--- src/rtl/servo_pkg.sv ---
// Shared constants and pulse-width helpers for the servo PWM generator.
package servo_pkg;

   localparam int unsigned PKG_COUNT_WIDTH     = 16;
   localparam int unsigned PKG_POSITION_WIDTH  = 8;
   localparam int unsigned PKG_PERIOD_TICKS    = 2000;
   localparam int unsigned PKG_MIN_PULSE_TICKS = 100;
   localparam int unsigned PKG_MAX_PULSE_TICKS = 200;
   localparam int unsigned PKG_CENTRE_TICKS    = (PKG_MIN_PULSE_TICKS + PKG_MAX_PULSE_TICKS) / 2;
   localparam int unsigned PKG_SLEW_STEP       = 4;

   // Position is an offset above min_p; anything past the usable span pins to max_p.
   function automatic logic [15:0] clamp_pulse(input logic [15:0] pos,
                                                input logic [15:0] min_p,
                                                input logic [15:0] max_p);
      logic [15:0] span;
      span = max_p - min_p;
      if (pos > span) begin
         clamp_pulse = max_p;
      end else begin
         clamp_pulse = min_p + pos;
      end
   endfunction

   function automatic logic [15:0] slew_pulse(input logic [15:0] cur,
                                               input logic [15:0] tgt,
                                               input logic [15:0] step);
      if (tgt > cur) begin
         slew_pulse = ((tgt - cur) <= step) ? tgt : (cur + step);
      end else begin
         slew_pulse = ((cur - tgt) <= step) ? tgt : (cur - step);
      end
   endfunction

endpackage

--- src/rtl/servo_period_counter.sv ---
// Free-running wrap-at-MAX_COUNT counter with a terminal-count flag.
module servo_period_counter #(
   parameter int unsigned WIDTH     = 16,
   parameter int unsigned MAX_COUNT = 1999
) (
   input  logic             clk_i,
   input  logic             rst_i,
   output logic [WIDTH-1:0] count_o,
   output logic             tc_o
);

   logic [WIDTH-1:0] count_q;
   logic [WIDTH-1:0] count_d;
   logic             tc_s;

   assign tc_s = (count_q == WIDTH'(MAX_COUNT));

   // Next count: wrap on terminal count, else increment.
   always_comb begin
      count_d = count_q;
      if (tc_s) begin
         count_d = {WIDTH{1'b0}};
      end else begin
         count_d = count_q + WIDTH'(1);
      end
   end

   // Counter register.
   always_ff @(posedge clk_i or posedge rst_i) begin
      if (rst_i) begin
         count_q <= {WIDTH{1'b0}};
      end else begin
         count_q <= count_d;
      end
   end

   assign count_o = count_q;
   assign tc_o    = tc_s;

endmodule

--- src/rtl/servo_pwm_generator.sv ---
// 50 Hz servo PWM with a one-entry command holding register applied at period boundaries.
// Build option SERVO_SLEW_LIMIT_EN limits the pulse-width change per period to SLEW_STEP.
module servo_pwm_generator
   import servo_pkg::*;
#(
   parameter int unsigned PERIOD_TICKS    = PKG_PERIOD_TICKS,
   parameter int unsigned MIN_PULSE_TICKS = PKG_MIN_PULSE_TICKS,
   parameter int unsigned MAX_PULSE_TICKS = PKG_MAX_PULSE_TICKS,
   parameter int unsigned POSITION_WIDTH  = PKG_POSITION_WIDTH,
   parameter int unsigned COUNT_WIDTH     = PKG_COUNT_WIDTH
`ifdef SERVO_SLEW_LIMIT_EN
   ,
   parameter int unsigned SLEW_STEP       = PKG_SLEW_STEP
`endif
) (
   input  logic                      PWM_CLOCK_IN,
   input  logic                      PWM_RESET,
   input  logic [POSITION_WIDTH-1:0] POSITION_IN,
   input  logic                      POSITION_VALID,
   output logic                      POSITION_READY,
   output logic                      PWM_OUT,
   output logic                      PERIOD_DONE,
   output logic [COUNT_WIDTH-1:0]    CURRENT_PULSE
);

   localparam logic [COUNT_WIDTH-1:0] CENTRE_C = COUNT_WIDTH'((MIN_PULSE_TICKS + MAX_PULSE_TICKS) / 2);

   logic [COUNT_WIDTH-1:0] cnt_s;
   logic                   boundary_s;
   logic                   accept_s;
   logic [COUNT_WIDTH-1:0] clamp_s;

   logic                   hold_full_q, hold_full_d;
   logic [COUNT_WIDTH-1:0] hold_q, hold_d;
   logic [COUNT_WIDTH-1:0] target_q, target_d;
   logic [COUNT_WIDTH-1:0] pulse_q, pulse_d;
   logic                   pwm_q, pwm_d;
   logic                   done_q, done_d;

   servo_period_counter #(
      .WIDTH     (COUNT_WIDTH),
      .MAX_COUNT (PERIOD_TICKS - 1)
   ) u_period_counter (
      .clk_i   (PWM_CLOCK_IN),
      .rst_i   (PWM_RESET),
      .count_o (cnt_s),
      .tc_o    (boundary_s)
   );

   // Ready is purely the registered empty flag, so it never depends on VALID.
   assign accept_s = POSITION_VALID && !hold_full_q;
   assign clamp_s  = COUNT_WIDTH'(clamp_pulse(16'(POSITION_IN), 16'(MIN_PULSE_TICKS),
                                              16'(MAX_PULSE_TICKS)));

   // Holding/target transfer at the boundary, command capture, and pulse update.
   always_comb begin
      hold_full_d = hold_full_q;
      hold_d      = hold_q;
      target_d    = target_q;
      pulse_d     = pulse_q;
      if (boundary_s && hold_full_q) begin
         target_d    = hold_q;
         hold_full_d = 1'b0;
      end else begin
         target_d    = target_q;
      end
      // Ready was high, so the holding register is empty even on a boundary edge.
      if (accept_s) begin
         hold_d      = clamp_s;
         hold_full_d = 1'b1;
      end else begin
         hold_d      = hold_q;
      end
      if (boundary_s) begin
`ifdef SERVO_SLEW_LIMIT_EN
         pulse_d = COUNT_WIDTH'(slew_pulse(16'(pulse_q), 16'(target_d), 16'(SLEW_STEP)));
`else
         pulse_d = target_d;
`endif
      end else begin
         pulse_d = pulse_q;
      end
      pwm_d  = (cnt_s < pulse_q);
      done_d = boundary_s;
   end

   // State and registered outputs.
   always_ff @(posedge PWM_CLOCK_IN or posedge PWM_RESET) begin
      if (PWM_RESET) begin
         hold_full_q <= 1'b0;
         hold_q      <= {COUNT_WIDTH{1'b0}};
         target_q    <= CENTRE_C;
         pulse_q     <= CENTRE_C;
         pwm_q       <= 1'b0;
         done_q      <= 1'b0;
      end else begin
         hold_full_q <= hold_full_d;
         hold_q      <= hold_d;
         target_q    <= target_d;
         pulse_q     <= pulse_d;
         pwm_q       <= pwm_d;
         done_q      <= done_d;
      end
   end

   assign POSITION_READY = !hold_full_q;
   assign PWM_OUT        = pwm_q;
   assign PERIOD_DONE    = done_q;
   assign CURRENT_PULSE  = pulse_q;

endmodule

--- config.mk ---
export PLATFORM = sky130hd
export DESIGN_NAME = servo_pwm_generator
export DESIGN_NICKNAME = d
export VERILOG_FILES = /design/src/rtl/servo_pkg.sv /design/src/rtl/servo_period_counter.sv /design/src/rtl/servo_pwm_generator.sv
export SDC_FILE = /design/constraint.sdc
export NUM_CORES = 1
export LEC_CHECK = 0
export CAP_MARGIN = 40
export CORE_MARGIN = 2
export CORE_UTILIZATION = 55
export DETAILED_ROUTE_END_ITERATION = 6
export PLACE_DENSITY_LB_ADDON = 0.1
export RECOVER_POWER = 100
export SYNTH_ARGS = -nofsm -noshare
export SYNTH_HDL_FRONTEND = slang
export SYNTH_SLANG_ARGS = --single-unit
--- constraint.sdc ---
create_clock -name PWM_CLOCK_IN -period 2.9 [get_ports PWM_CLOCK_IN]
set_input_delay 0.29 -clock PWM_CLOCK_IN [delete_from_list [all_inputs] [get_ports PWM_CLOCK_IN]]
set_output_delay 0.29 -clock PWM_CLOCK_IN [all_outputs]
set_load 0.1 [all_outputs]
---- Yosys cells after proc, flatten, opt, wreduce, memory -nomap -nowiden ----
Index checks and enable logic that the tools add are counted.
word-level totals
  bits in registers ....................... 67
  input port bits ......................... 11
  word-level logic and storage cells ...... 21
operators by class
  $add $sub $neg .......................... 2
  order comparisons ....................... 2
  equal/unequal tests ..................... 1
  muxes and demuxes ....................... 5
  reduce and logical (&&, ||, !) cells .... 4
operator list
  kind                                                                              number
  16-bit two-way mux                                                                2
  16-bit by 1-bit adder with 16-bit output (second input constant)                  1
  16-bit by 11-bit == test with 1-bit output (second input constant)                1
  16-bit < comparator                                                               1
  7-bit by 8-bit adder with 9-bit output (first input constant)                     1
  9-bit two-way mux                                                                 1
  8-bit by 7-bit greater-than comparator with 1-bit output (second input constant)  1
  1-bit logical AND                                                                 2
  1-bit two-way mux                                                                 2
  2-bit nonzero test                                                                1
  1-bit zero test                                                                   1

---- Logic depth before layout (Yosys ltp) ----
  depth after elaboration ................. 4
  gate-level depth with buffers ........... 7

---- By module ----
From an unflattened synthesis, not the netlist that was laid out.
second synthesis, totals
  cell total of the unflattened synthesis .. 248
  area, all modules ....................... 2,813.9 um2
modules (own cells, without submodules)
  module                times used  cells each  area an instance (um2)  seq. area each (um2)
  servo_pwm_generator   1           180         2,058.2                 1,111.1
  servo_period_counter  1           68          755.7                   400.4

---- Worst setup path after synthesis ----
No wires, ideal clock.
  path type ............................... register -> register
  from .................................... register pulse_q[13] (netlist: CURRENT_PULSE[13])
  to ...................................... register pwm_q (netlist: PWM_OUT)
  setup time .............................. 0.077 ns
  arrival ................................. 2.103 ns
  required time ........................... 2.823 ns
  setup slack ............................. 0.720 ns
  stages on the path, launching flop included .. 7
  period minus slack after synthesis ...... 2.180 ns
  cell sequence ........................... dfrtp_1 > inv_1 > ha_1 > a21o_1 > a21o_1 > a221o_1 > a21oi_1
between the ends
  cells in the longest elaborated chain, start to end .. 1
ends and longest elaborated chain
  element                   RTL line                    source
  start: declaration        servo_pwm_generator.sv:36   logic [COUNT_WIDTH-1:0] pulse_q, pulse_d;
  start signal: assignment  servo_pwm_generator.sv:100  pulse_q <= pulse_d;
  16-bit < comparator       servo_pwm_generator.sv:83   pwm_d = (cnt_s < pulse_q);
  net pwm_d                 servo_pwm_generator.sv:37   logic pwm_q, pwm_d;
  end signal: assignment    servo_pwm_generator.sv:101  pwm_q <= pwm_d;
  end: declaration          servo_pwm_generator.sv:37
The timed path passes the listed nets, and every way through them passes these cells.
A chain may end at the register's enable or synchronous reset.

---- Worst setup path in the final report ----
  from .................................... register u_period_counter.count_q[4] (netlist: u_period_counter.count_o[4])
  to ...................................... register pulse_q[1] (netlist: CURRENT_PULSE[1])
between the ends
  cells in the longest elaborated chain, start to end .. 3
ends and longest elaborated chain
  element                                         RTL line                    source
  start: declaration                              servo_period_counter.sv:12  logic [WIDTH-1:0] count_q;
  start signal: assignment                        servo_period_counter.sv:31  count_q <= {WIDTH{1'b0}};
  start signal: assignment                        servo_period_counter.sv:33  count_q <= count_d;
  16-bit by 11-bit == test with 1-bit output (*)  servo_period_counter.sv:16  assign tc_s = (count_q == WIDTH'(MAX_COUNT));
  1-bit logical AND                               servo_pwm_generator.sv:61   if (boundary_s && hold_full_q) begin
  16-bit two-way mux                              servo_pwm_generator.sv:61
Mark *: on every way between the ends. The rest lies on a longest branch, timed or not.

==> impl_metrics.ini <==
[drt]
dr.pass1.iters = 4
first_iter_violations = 48
routed_via_density = 5.38
drt_wl_total_um = 5450
wl_per_cell_um = 15.0
drc = 0
vias = 1946
ant_nets = 0

[timing]
whs_ns = 0.467
maxSlewHeadroom = 0.0487
worst_slack_ns = 0.414
post-route-period-util = 0.857
hold_viol = 0
rsz0062_at_grt = no
max_freq_mhz = 402
finalSetupViolations = 0
tightest_slew_ns = 1.43
fin_tns_setup_ns = 0
maxSlewViolCount = 0
post-route-min-period_ns = 2.49
finClkSkew_ns = 0.00891

[placement]
dpl_cell_area_um2 = 3260
dp_hpwl_um = 3960
gp_congestion = 0.868
io_buffer_count = 29
place_ws_ns = 0.482
place_inst = 346

[clock_network]
cts_buffers = 9
cts_tree = built
cts_buffer_depth = 2
postCtsSetupBuffers = 0
cts_resized = 0
clk_pin_slew_ns = 0.07
insertion_delay_ns = 0.34
clkSinkCount = 60
cts_hold_buffers = 0
root_buffer = clkbuf_8
htree_levels = 3

[setup_path]
crit_start = u_period_counter.count_o[4]
reg2reg_to = CURRENT_PULSE[1]
critical_path_class = reg -> reg
cp.required_ns = 3.16
crit_path_max_fanout = 11
r2r-start = u_period_counter.count_o[4]
end_kind = register
arrival_ns = 2.75
rrSetupSlack_ns = 0.41
worstRegToRegCells = 5
startpoint_type = register

[power_and_ir_drop]
p_leak_nw = 1.60
p_total_mw = 1.63
p_sw_mw = 0.361
powerDensity_nw_per_um2 = 487
clkPwrFrac = 0.438
p_sw_frac = 0.221
p_int_mw = 1.27
p_comb_frac = 0.038
seqPwrFrac = 0.525
peakVddDrop_v = 0.000376

[logic_synthesis]
synth_top_area_frac = 0.441
synth_cell_types = 41
synth.area.top_cells = dfrtp_1, ha_1, dfstp_2, mux2i_1, xor2_1
netlist_area_um2 = 2950
ys_warn_count = 0
ys_ff_latch = 60
yosysTopAreaCell = dfrtp_1
syn_avg_cell_area_um2 = 11.8
synth_nets = 281
synth_edf_count = 0
ys.flop_type = dfrtp_1
ys_seq_area_frac = 0.512
async_reset_ff_frac = 1.00
postSynthCellCount = 251

[die]
core_um2 = 5140
die_x_um = 77.3
die_y_um = 77.3
pin_count = 30
initial_core_util = 0.574
dieArea_um2 = 5970
rows = 26

[global_routing]
grt_pass1_vias = 2024
grt_max_degree = 61
grt_pass1_wl_um = 9600
antenna_found_initial = 0
grt_usage = 0.211
grt-ovfl-total = 0

[hold_path]
hold_path_depth = 1
hp-class = reg -> reg
holdCritStartpoint = u_period_counter.count_o[0]
holdPathEnd = u_period_counter.count_o[0]

[cells_and_area]
syn_to_final_growth_pct = 13.3
diodes = 0
n_fill_cell = 436
multiInputGateArea_um2 = 1270
seqCellArea_um2 = 1510
final_common_cell = dfrtp_1
fin_util = 0.651
fin_area_um2 = 3340
final_nets = 317
final_cells = 362
drive_gt1_frac = 0.151
final_cell_mix = dfrtp_1, inv_1, clkbuf_1

[job]
drv_cap = 0

[outcome]
status = completed
flip-flops by register name (all words and copies together), names as in the netlist:
register and count:
PERIOD_DONE 1, PWM_OUT 1, hold_full_q 1, target_q 16, u_period_counter.count_o 16, CURRENT_PULSE 16
hold_q 9
area by class of cell:
cell class	count	share of cell area
clock inverter	5	0.0161
sequential	60	0.452
inverter	24	0.0269
tap	70	0.0262
multi-input combinational	159	0.381
clock buffer	11	0.0393
timing repair buffer	33	0.0587
per-layer routing:
layer / vias up / track usage / wire, µm
met5: - / 0 / 0
met3: 6 / 0.0671 / 221
met4: 0 / 0.0804 / 61
met2: 34 / 0.320 / 2640
met1: 957 / 0.283 / 2530
li1: 949 / - / -
critical path, stage by stage, from the launching register on:
cell     delay (ns)
dfrtp_1        0.43
or4_1          0.61
nor3_4         0.43
and2_1         0.46
buf_4          0.26
mux2i_1        0.22
cells by family after synthesis:
logic type | synth area share
fa+ha+maj | 0.0805
buf+inv | 0.0526
simple gates | 0.111
mux | 0.0988
xor+xnor | 0.0504
flops | 0.512
compound gates | 0.0950
power groups by stage:
stage | Combinational (mW) | Clock, mW | Sequential, mW
global placement | 0.0655 | 0 | 0.870
CTS | 0.0668 | 0.731 | 0.855
floorplan | 0.0348 | 0 | 0.868
detailed placement | 0.0666 | 0 | 0.870
finish | 0.0616 | 0.713 | 0.855
global route | 0.0700 | 0.771 | 0.856
how the worst max path moves through the flow:
stage / to
global route: CURRENT_PULSE[1]
finish: CURRENT_PULSE[1]
detailed placement: CURRENT_PULSE[1]
CTS: CURRENT_PULSE[1]
floorplan: PWM_OUT
global placement: CURRENT_PULSE[1]
Yosys cell counts (2+ instances only):
cell      count
a31o_2        7
mux2_2        9
nor2_1       11
xnor2_1       5
and2_1       11
and4_1        2
o21ai_0       2
clkbuf_1      3
and3_1        2
nor3_1        3
mux2i_1      16
a21oi_1      15
nand2_1       7
inv_1        24
dfrtp_1      52
nand4_1       6
buf_6         3
ha_1         19
xor2_1       12
mux2_4        2
o21a_1        2
a21o_1        3
nand3_1       6
a22o_1        5
dfstp_2       8
Note: power is estimated with default switching activity, not from simulation.
